**config.mk**
```make
export PLATFORM = sky130hd
export DESIGN_NAME = cbd_noise_sampler
export DESIGN_NICKNAME = d
export VERILOG_FILES = /design/src/rtl/cbd_noise_sampler.sv
export SDC_FILE = /design/constraint.sdc
export NUM_CORES = 1
export LEC_CHECK = 0
export BUFFER_PORTS_ARGS = -buffer_cell sky130_fd_sc_hd__buf_2
export CAP_MARGIN = 20
export CORE_MARGIN = 4
export CORE_UTILIZATION = 45
export DETAILED_ROUTE_END_ITERATION = 10
export SKIP_LAST_GASP = 1
export SYNTH_ARGS = -nofsm -noshare
export SYNTH_HDL_FRONTEND = slang
export SYNTH_SLANG_ARGS = --single-unit
```
**constraint.sdc**
```tcl
create_clock -name clk -period 5.87 [get_ports clk]
set_input_delay 0 -clock clk [delete_from_list [all_inputs] [get_ports clk]]
set_output_delay 0 -clock clk [all_outputs]
set_load 0.01 [all_outputs]
```
**src/rtl/cbd_noise_sampler.sv**
```systemverilog
// Centered-binomial noise sampler: packs 32-bit uniform words into a 64-bit bit buffer and
// emits popcount(a)-popcount(b) samples on AXI-Stream. `CBD_NOISE_STATS_EN adds stat outputs.
module cbd_noise_sampler #(
    parameter int unsigned ETA   = 8,
    parameter int unsigned SHIFT = 0,
    parameter int unsigned CNT_W = 16
) (
    input  logic             clk,
    input  logic             rst,
    input  logic             start,
    input  logic [CNT_W-1:0] num_samples,
    input  logic [31:0]      s_axis_tdata,
    input  logic             s_axis_tvalid,
    output logic             s_axis_tready,
    output logic [31:0]      m_axis_tdata,
    output logic             m_axis_tvalid,
    input  logic             m_axis_tready,
    output logic             m_axis_tlast,
    output logic             busy,
`ifdef CBD_NOISE_STATS_EN
    output logic [31:0]      stat_words,
    output logic signed [31:0] stat_sum,
`endif
    output logic             done
);

    localparam int unsigned W2   = 2 * ETA;
    localparam logic [6:0]  W2_F = 7'(W2);
    localparam int unsigned NW   = CNT_W + 6;

    typedef enum logic {IDLE, RUN} state_t;

    state_t           state_q, state_d;
    logic [63:0]      buf_q, buf_d;
    logic [6:0]       fill_q, fill_d;
    logic [CNT_W-1:0] rem_ext_q, rem_ext_d;
    logic [CNT_W-1:0] rem_out_q, rem_out_d;
    logic [31:0]      mdata_q, mdata_d;
    logic             mvalid_q, mvalid_d;
    logic             mlast_q, mlast_d;
    logic             done_q, done_d;

    logic             accept, extract, out_hs;
    logic [5:0]       pop_a, pop_b;
    logic [31:0]      sample_raw;
    logic [NW-1:0]    need_bits;
    logic [63:0]      shifted;
    logic [6:0]       wr_pos;

    // Only pull words while the buffer has room and the run still needs bits.
    assign need_bits     = NW'(rem_ext_q) * NW'(W2);
    assign s_axis_tready = (state_q == RUN) && (fill_q <= 7'd32) && (NW'(fill_q) < need_bits);
    assign accept        = s_axis_tready && s_axis_tvalid;
    assign out_hs        = mvalid_q && m_axis_tready;
    assign extract       = (state_q == RUN) && (rem_ext_q != '0) && (fill_q >= W2_F)
                           && (!mvalid_q || m_axis_tready);

    assign m_axis_tdata  = mdata_q;
    assign m_axis_tvalid = mvalid_q;
    assign m_axis_tlast  = mlast_q;
    assign busy          = (state_q == RUN);
    assign done          = done_q;

    always_comb begin
        pop_a = '0;
        pop_b = '0;
        for (int unsigned i = 0; i < ETA; i++) begin
            pop_a = pop_a + 6'(buf_q[i]);
            pop_b = pop_b + 6'(buf_q[ETA + i]);
        end
        sample_raw = 32'(pop_a) - 32'(pop_b);
    end

    always_comb begin
        state_d   = state_q;
        rem_ext_d = rem_ext_q;
        rem_out_d = rem_out_q;
        mdata_d   = mdata_q;
        mvalid_d  = mvalid_q;
        mlast_d   = mlast_q;
        done_d    = 1'b0;

        // New word lands just above the bits that survive this cycle's extraction.
        shifted = extract ? (buf_q >> W2) : buf_q;
        wr_pos  = extract ? (fill_q - W2_F) : fill_q;
        buf_d   = accept ? (shifted | ({32'b0, s_axis_tdata} << wr_pos)) : shifted;
        fill_d  = fill_q + (accept ? 7'd32 : 7'd0) - (extract ? W2_F : 7'd0);

        if (extract) begin
            rem_ext_d = rem_ext_q - CNT_W'(1);
            mdata_d   = sample_raw << SHIFT;
            mvalid_d  = 1'b1;
            mlast_d   = (rem_ext_q == CNT_W'(1));
        end else if (out_hs) begin
            mvalid_d = 1'b0;
            mlast_d  = 1'b0;
        end
        if (out_hs) rem_out_d = rem_out_q - CNT_W'(1);

        case (state_q)
            IDLE: begin
                if (start) begin
                    if (num_samples == '0) begin
                        done_d = 1'b1;
                    end else begin
                        rem_ext_d = num_samples;
                        rem_out_d = num_samples;
                        state_d   = RUN;
                    end
                end
            end
            RUN: begin
                if (out_hs && (rem_out_q == CNT_W'(1))) begin
                    state_d   = IDLE;
                    done_d    = 1'b1;
                    fill_d    = '0;
                    buf_d     = '0;
                    mvalid_d  = 1'b0;
                    mlast_d   = 1'b0;
                    rem_ext_d = '0;
                end
            end
            default: state_d = IDLE;
        endcase
    end

    always_ff @(posedge clk or posedge rst) begin
        if (rst) begin
            state_q   <= IDLE;
            buf_q     <= '0;
            fill_q    <= '0;
            rem_ext_q <= '0;
            rem_out_q <= '0;
            mdata_q   <= '0;
            mvalid_q  <= 1'b0;
            mlast_q   <= 1'b0;
            done_q    <= 1'b0;
        end else begin
            state_q   <= state_d;
            buf_q     <= buf_d;
            fill_q    <= fill_d;
            rem_ext_q <= rem_ext_d;
            rem_out_q <= rem_out_d;
            mdata_q   <= mdata_d;
            mvalid_q  <= mvalid_d;
            mlast_q   <= mlast_d;
            done_q    <= done_d;
        end
    end

`ifdef CBD_NOISE_STATS_EN
    logic [31:0] words_q, words_d;
    logic [31:0] sum_q, sum_d;

    always_comb begin
        words_d = words_q;
        sum_d   = sum_q;
        if ((state_q == IDLE) && start) begin
            words_d = '0;
            sum_d   = '0;
        end else begin
            if (accept)  words_d = words_q + 32'd1;
            if (extract) sum_d   = sum_q + sample_raw;
        end
    end

    always_ff @(posedge clk or posedge rst) begin
        if (rst) begin
            words_q <= '0;
            sum_q   <= '0;
        end else begin
            words_q <= words_d;
            sum_q   <= sum_d;
        end
    end

    assign stat_words = words_q;
    assign stat_sum   = sum_q;
`endif

endmodule
```
==> results of run 1 <==
## how the worst max path moves through the flow
stage                                     start             endpoint  slack [ns]  cells after the start
final                       fill_q[3]$_DFF_PP0_  buf_q[56]$_DFF_PP0_        1.31                     15
after floorplan           fill_q[2]$_DFFE_PP0P_  buf_q[59]$_DFF_PP0_        1.13                     21
after detailed placement    fill_q[3]$_DFF_PP0_  buf_q[58]$_DFF_PP0_        1.41                     15
after global routing        fill_q[3]$_DFF_PP0_  buf_q[58]$_DFF_PP0_        1.07                     15
after CTS                   fill_q[3]$_DFF_PP0_  buf_q[58]$_DFF_PP0_        1.37                     15
after global placement      fill_q[3]$_DFF_PP0_  buf_q[57]$_DFF_PP0_        1.59                     15
## critical path, delay by kind of cell, from the launching register on
kind | cells | cell delay, ns
AOI/OAI and AO/OA | 2 | 0.61
buffers and inverters | 6 | 1.35
adders and majority gates | 2 | 0.47
and+or+nand+nor | 5 | 1.68
DFF | 1 | 0.33
## cells in the mapped netlist, types with 13 or more instances
cell type	count
ha_1	22
nor2_1	47
clkbuf_1	25
a21oi_1	40
inv_1	27
xnor2_1	25
nor4_1	13
dfrtp_1	111
mux2_2	34
o22ai_2	20
mux2i_1	79
nand2_1	72
o22ai_1	24
buf_2	16
buf_4	27
o21ai_0	43
nor3_1	13
## cell type report
| type | count | share of cell area, % |
|---|---|---|
| Sequential cell | 111 | 32.0 |
| Clock inverter | 5 | 0.807 |
| Inverter | 29 | 1.30 |
| Tap cell | 220 | 3.17 |
| Timing Repair Buffer | 123 | 8.68 |
| Clock buffer | 11 | 2.80 |
| Multi-Input combinational cell | 592 | 51.2 |
## where the power goes
part	switching, W	internal [W]	leakage [nW]
Combinational	0.00191	0.00148	2.29
Clock	0.000310	0.000353	0.155
Sequential	0.000244	0.00106	1.44
## flip-flops by register name, indices dropped and copies added (netlist names)
| signal | flops |
|---|---|
| m_axis_tlast | 1 |
| fill_q | 5 |
| rem_out_q | 16 |
| m_axis_tdata | 6 |
| busy | 1 |
| m_axis_tvalid | 1 |
| done | 1 |
| buf_q | 64 |
| rem_ext_q | 16 |
## metal layers
metal	global-route usage, %	up-vias	share of wire, %
met4	3.96	0	0.91
met5	0	-	0
li1	-	3011	-
met1	32.0	3175	46
met3	4.05	12	5.3
met2	36.0	167	48
## logic make-up after synthesis
family,after synthesis,synth area share (%)
AO/OA/AOI/OAI,202,18.5
XOR/XNOR,36,4.06
adder cells (fa/ha/maj),33,6.38
buffers and inverters,106,7.07
flip-flops,111,35.7
multiplexers,113,15.1
AND/OR/NAND/NOR,208,13.2
## per-stage QoR
step,util (%),std cells,power [W],hold slack [ns],setup slack [ns]
3_5_place_dp,48.7,1054,0.00468,0.0606,1.41
6_report,51.8,1091,0.00536,0.0348,1.31
5_1_grt,51.8,1091,0.00585,0.0356,1.07
2_1_floorplan,-,809,0.00397,0.128,1.13
3_3_place_gp,48.7,1054,0.00460,0.0531,1.59
4_1_cts,51.8,1091,0.00538,0.0250,1.37
## timing repair
action	4_1_cts	5_1_grt
hold buffers	21	0
hold endpoints to repair	72	0
gates resized for setup	0	0
==> impl_metrics.ini, run 1 <==
[outcome]
status = completed

[die]
core_area_um2 = 16800
die_w_um = 139
start_util_pct = 46.4
ioPinCount = 90
die-area_um2 = 19400
die_height_um = 139
num_rows = 47

[timing]
period_share_pct = 77.6
max_freq_mhz = 219
setup_tns_ns = 0
finalSetupViolations = 0
period_needed_ns = 4.56
max_slew_margin_pct = 29.8
finalHoldViolations = 0
rsz0062_at_grt = no
clock_skew_ns = 0.0178
finalMaxSlewViolations = 0
max_slew.worst_pin.slew_ns = 1.05

[synthesis]
synth_area_um2 = 7770
synth_top_area_share_pct = 35.7
postSynthAreaPerCell_um2 = 9.61
ys_top_cells_by_area = dfrtp_1, mux2i_1, mux2_2
async_flop_share_pct = 100
ys_ff_latch = 111
yosysUniqueCellTypes = 60
synth_nets = 895
yosysSeqAreaShare_pct = 35.7
synth_cells = 809
yosys_most_used_dff = dfrtp_1
ys_warn_count = 0
synth-edff-count = 0
synth_top_cell_by_area = dfrtp_1

[worst_setup_path]
cpMostUsedCell = buf_4
r2r_start = fill_q[3]$_DFF_PP0_
max_stage_delay_ns = 0.79
cp_max_fo = 40
cpMaxStageDelayCell = nor4b_1
regToRegSetupSlack_ns = 1.31
cp_cell_sequence = buf_4, inv_2, ha_1, a2111o_1, and3_1, and2_4, clkinv_2, ha_1, buf_4, inv_1, buf_4, nand2_1, nor4b_1, a221oi_1, nor3_1
crit_type = flop to flop
end_kind = flop
r2r_end = buf_q[56]$_DFF_PP0_
cp_data_required_time_ns = 6.14
arrival_ns = 4.83
start_kind = flop
r2r_cells = 15

[placed_design]
gp_congestion = 0.909
portBuffers = 89
place_area_um2 = 8150
dpl.hpwl_um = 15800

[global_route]
grt_use_total_pct = 22.3
grt_antenna_before_repair = 0
grt_pass1_vias = 6167
grt_pass1_wl_um = 34900
grt_max_degree = 77
overflow = 0

[routing]
wl_um = 22100
vias = 6365
drc = 0
post_drt_wl_per_cell_um = 20.2
drt_first_iter_violations = 521
drtPass1Iterations = 5
avgViaCountPerCell = 5.83
detail-route-antenna-nets = 0

[min_path]
min_path_cells = 3
min_to = m_axis_tvalid$_DFF_PP0_
hp-class = primary input to flop
hold_start = m_axis_tready

[clock_tree]
cts_buffers = 9
clkSinkCount = 111
htree_levels = 3
path_clk_slew_ns = 0.08
cts_tree = yes
worstSkewPairLatency_ns = 0.37
cts_max_path_buffers = 2
cts_setup_buffers = 0
cts_root_buf = clkbuf_16

[finish]
layout_common_cells = dfrtp_1, buf_2, mux2i_1, nand2_1, nor2_1
multi_input_area_um2 = 4450
antenna_cells = 0
nets = 952
seqCellArea_um2 = 2780
final_common_cell = dfrtp_1
area_growth_pct = 11.7
drive_gt1_share_pct = 21.4
fin_area_um2 = 8680
n_fill_cell = 1570

[power]
peakVddDrop_v = 0.000425
p_per_area_nw_per_um2 = 618
p_leak_nw = 3.88

[job]
max-cap-violations = 0
Power figures use the tool's default switching activity.
==> run 2: changes to the inputs <==
--- a/config.mk
+++ b/config.mk
@@ -5,11 +5,13 @@
 export SDC_FILE = /design/constraint.sdc
 export NUM_CORES = 1
 export LEC_CHECK = 0
+export ABC_AREA = 1
 export BUFFER_PORTS_ARGS = -buffer_cell sky130_fd_sc_hd__buf_2
 export CAP_MARGIN = 20
 export CORE_MARGIN = 4
 export CORE_UTILIZATION = 45
 export DETAILED_ROUTE_END_ITERATION = 10
+export PLACE_DENSITY = 0.66
 export SKIP_LAST_GASP = 1
 export SYNTH_ARGS = -nofsm -noshare
 export SYNTH_HDL_FRONTEND = slang
==> constraint.sdc (replaced) <==
create_clock -name clk -period 4.1 [get_ports clk]
set_input_delay 0 -clock clk [delete_from_list [all_inputs] [get_ports clk]]
set_output_delay 0 -clock clk [all_outputs]
set_load 0.01 [all_outputs]
==> run 2 against run 1 <==
Against the previous run:
- hold slack better by 0.034 ns
- critical endpoint is now m_axis_tdata[30]$_DFFE_PP0P_
- critical path type unchanged
- synthesized cell count up 51%
- register-to-register slack worse by 0.77 ns
- largest power group unchanged
- highest routed layer unchanged
- die area up 7.3%
- critical path depth down 4
- fmax up 28%
==> impl_metrics.ini, run 2 <==
[synthesis]
yosysUniqueCellTypes = 42
synth_nets = 1307
yosys.area_share.simple_pct = 32.3
synth_most_common_cell = nand2_1
yosysSeqAreaShare_pct = 33.2
ys_ff_latch = 111
ys_top_cells_by_area = dfrtp_1, nand2_1, a21oi_1
synth-edff-count = 0
synthAdderAreaFrac_pct = 5.92
synth_compound_area_share_pct = 11.5
muxShareOfSynthArea_pct = 3.83
synth_xor_area_share_pct = 2.20
async_flop_share_pct = 100
synth_top_cell_by_area = dfrtp_1
synth_top_family_by_area = simple AND/OR/NAND/NOR gates
synth_common_cells = nand2_1, dfrtp_1, nor2_1
synth_area_um2 = 8370
ys_warn_count = 0
postSynthAreaPerCell_um2 = 6.86
synth_cells = 1221
yosys_most_used_dff = dfrtp_1
synth_top_area_share_pct = 33.2

[worst_setup_path]
end_kind = flop
cp_max_fo = 2
arrival_ns = 3.76
crit_type = flop to flop
start_kind = flop
cp_data_required_time_ns = 4.30

[timing]
period_needed_ns = 3.56
finalSetupViolations = 0
clock_skew_ns = 0.0127
max_slew.worst_pin.slew_ns = 1.01
finalMaxSlewViolations = 0
max_freq_mhz = 281
period_share_pct = 86.7
finalHoldViolations = 0
rsz0062_at_grt = no
setup_tns_ns = 0
max_slew_margin_pct = 32.8

[clock_tree]
cts-resized-gates = 0
cts_setup_buffers = 0
cts_buffers = 9
clkSinkCount = 111
path_clk_slew_ns = 0.08
cts_root_buf = clkbuf_16
worstSkewPairLatency_ns = 0.36
cts_tree = yes
cts_max_path_buffers = 2
cts_hold_buf = 19
htree_levels = 3

[routing]
post_drt_wl_per_cell_um = 13.8
drc = 0
vias = 7622
avgViaCountPerCell = 5.08
drtPass1Iterations = 5
wl_um = 20700
detail-route-antenna-nets = 0
drt_first_iter_violations = 488

[finish]
drive_gt1_share_pct = 11.2
final_common_cell = nand2_1
fin_area_um2 = 9200
nets = 1352
layout_common_cells = nand2_1, dfrtp_1, nor2_1, inv_1, buf_2
area_growth_pct = 9.90
largest_reg_flops = 64
antenna_cells = 0
top_regs = buf_q x64, rem_ext_q x16, rem_out_q x16
regMostFlops = buf_q

[power]
p_sw_w = 0.00315
netSwitchingFraction_pct = 48.1
power_frac_seq_pct = 27.4
p_per_area_nw_per_um2 = 713
pwr-share-comb_pct = 59.1
p_int_w = 0.00340
p_leak_nw = 4.66
clockPowerShare_pct = 13.6
peakVddDrop_v = 0.000401

[min_path]
hp-class = primary input to asynchronous set/reset pin

[placed_design]
dpl.hpwl_um = 14800
place_area_um2 = 8680
gp_congestion = 0.867
portBuffers = 89

[die]
num_rows = 49
core_area_um2 = 18100
start_util_pct = 46.1
ioPinCount = 90
die-area_um2 = 20800
die_height_um = 144
die_w_um = 144

[global_route]
grt_use_total_pct = 20.3
grt_pass1_vias = 6897
grt_antenna_before_repair = 0
overflow = 0
grt_pass1_wl_um = 34500
grt_max_degree = 81

[job]
max-cap-violations = 0

[outcome]
status = completed
## run 2: cell families (layout without fill, tap and decap cells)
kind of cell,after synthesis,in the layout
fa+ha+maj,33,33
compound gates,177,177
xor+xnor,21,21
flops,111,111
mux,32,32
buf+inv,193,243
simple gates,654,654
## run 2: stage by stage
step | util [%] | power (W) | worst slack [ns] | instances | hold WS [ns]
finish | 50.7 | 0.00656 | 0.545 | 1500 | 0.0690
global route | 50.7 | 0.00731 | 0.382 | 1500 | 0.0879
CTS | 50.5 | 0.00660 | 0.523 | 1499 | 0.135
detailed placement | 47.8 | 0.00568 | 0.520 | 1464 | 0.247
global placement | 47.8 | 0.00558 | 0.599 | 1464 | 0.236
floorplan | - | 0.00498 | 0.709 | 1221 | 0.123
## run 2: final cells by class
cell class	count	area [um^2]
clock buffers	10	239
clock inverters	6	61.3
fillers	1829	8950
inverters	105	398
multi-input cells	917	4660
flip-flops and latches	111	2780
well taps	229	287
repair buffers	122	773
## run 2: routing by layer
layer	global-route usage, %	share of wire, %	up-vias	wire, um
met2	30.3	43	199	8850
met5	0	0	-	0
met1	31.3	51	3455	10500
met3	2.58	5.4	14	1110
met4	4.91	1.0	0	214
li1	-	-	3954	-
## run 2: worst paths after layout
path | start | endpoint | slack [ns] | cells after the start
setup / recovery | buf_q[3]$_DFF_PP0_ | m_axis_tdata[30]$_DFFE_PP0P_ | 0.54 | 11
hold / removal | rst | m_axis_tdata[0]$_DFFE_PP0P_ | 0.07 | 3
setup reg to reg | buf_q[3]$_DFF_PP0_ | m_axis_tdata[30]$_DFFE_PP0P_ | 0.54 | 11
hold reg to reg | m_axis_tdata[1]$_DFFE_PP0P_ | m_axis_tdata[1]$_DFFE_PP0P_ | 0.48 | 2
max in group asynchronous | rst | rem_ext_q[1]$_DFF_PP0_ | 3.41 | 4
min in group clk | s_axis_tdata[28] | buf_q[56]$_DFF_PP0_ | 0.15 | 7
## run 2: power by group through the flow
stage          sequential (W)  combinational (W)  clock [W]
3_5_place_dp          0.00181            0.00387          0
2_1_floorplan         0.00176            0.00323          0
5_1_grt               0.00186            0.00449   0.000960
4_1_cts               0.00179            0.00389   0.000918
3_3_place_gp          0.00180            0.00378          0
6_report              0.00179            0.00387   0.000890
## run 2: critical path, stage by stage (launching register included)
cell,delay [ns]
dfrtp_1,0.41
fa_1,0.50
fa_1,0.49
inv_1,0.05
fa_1,0.52
fa_1,0.41
inv_1,0.06
ha_1,0.15
inv_1,0.06
fa_1,0.45
nor3_1,0.20
o31ai_1,0.10
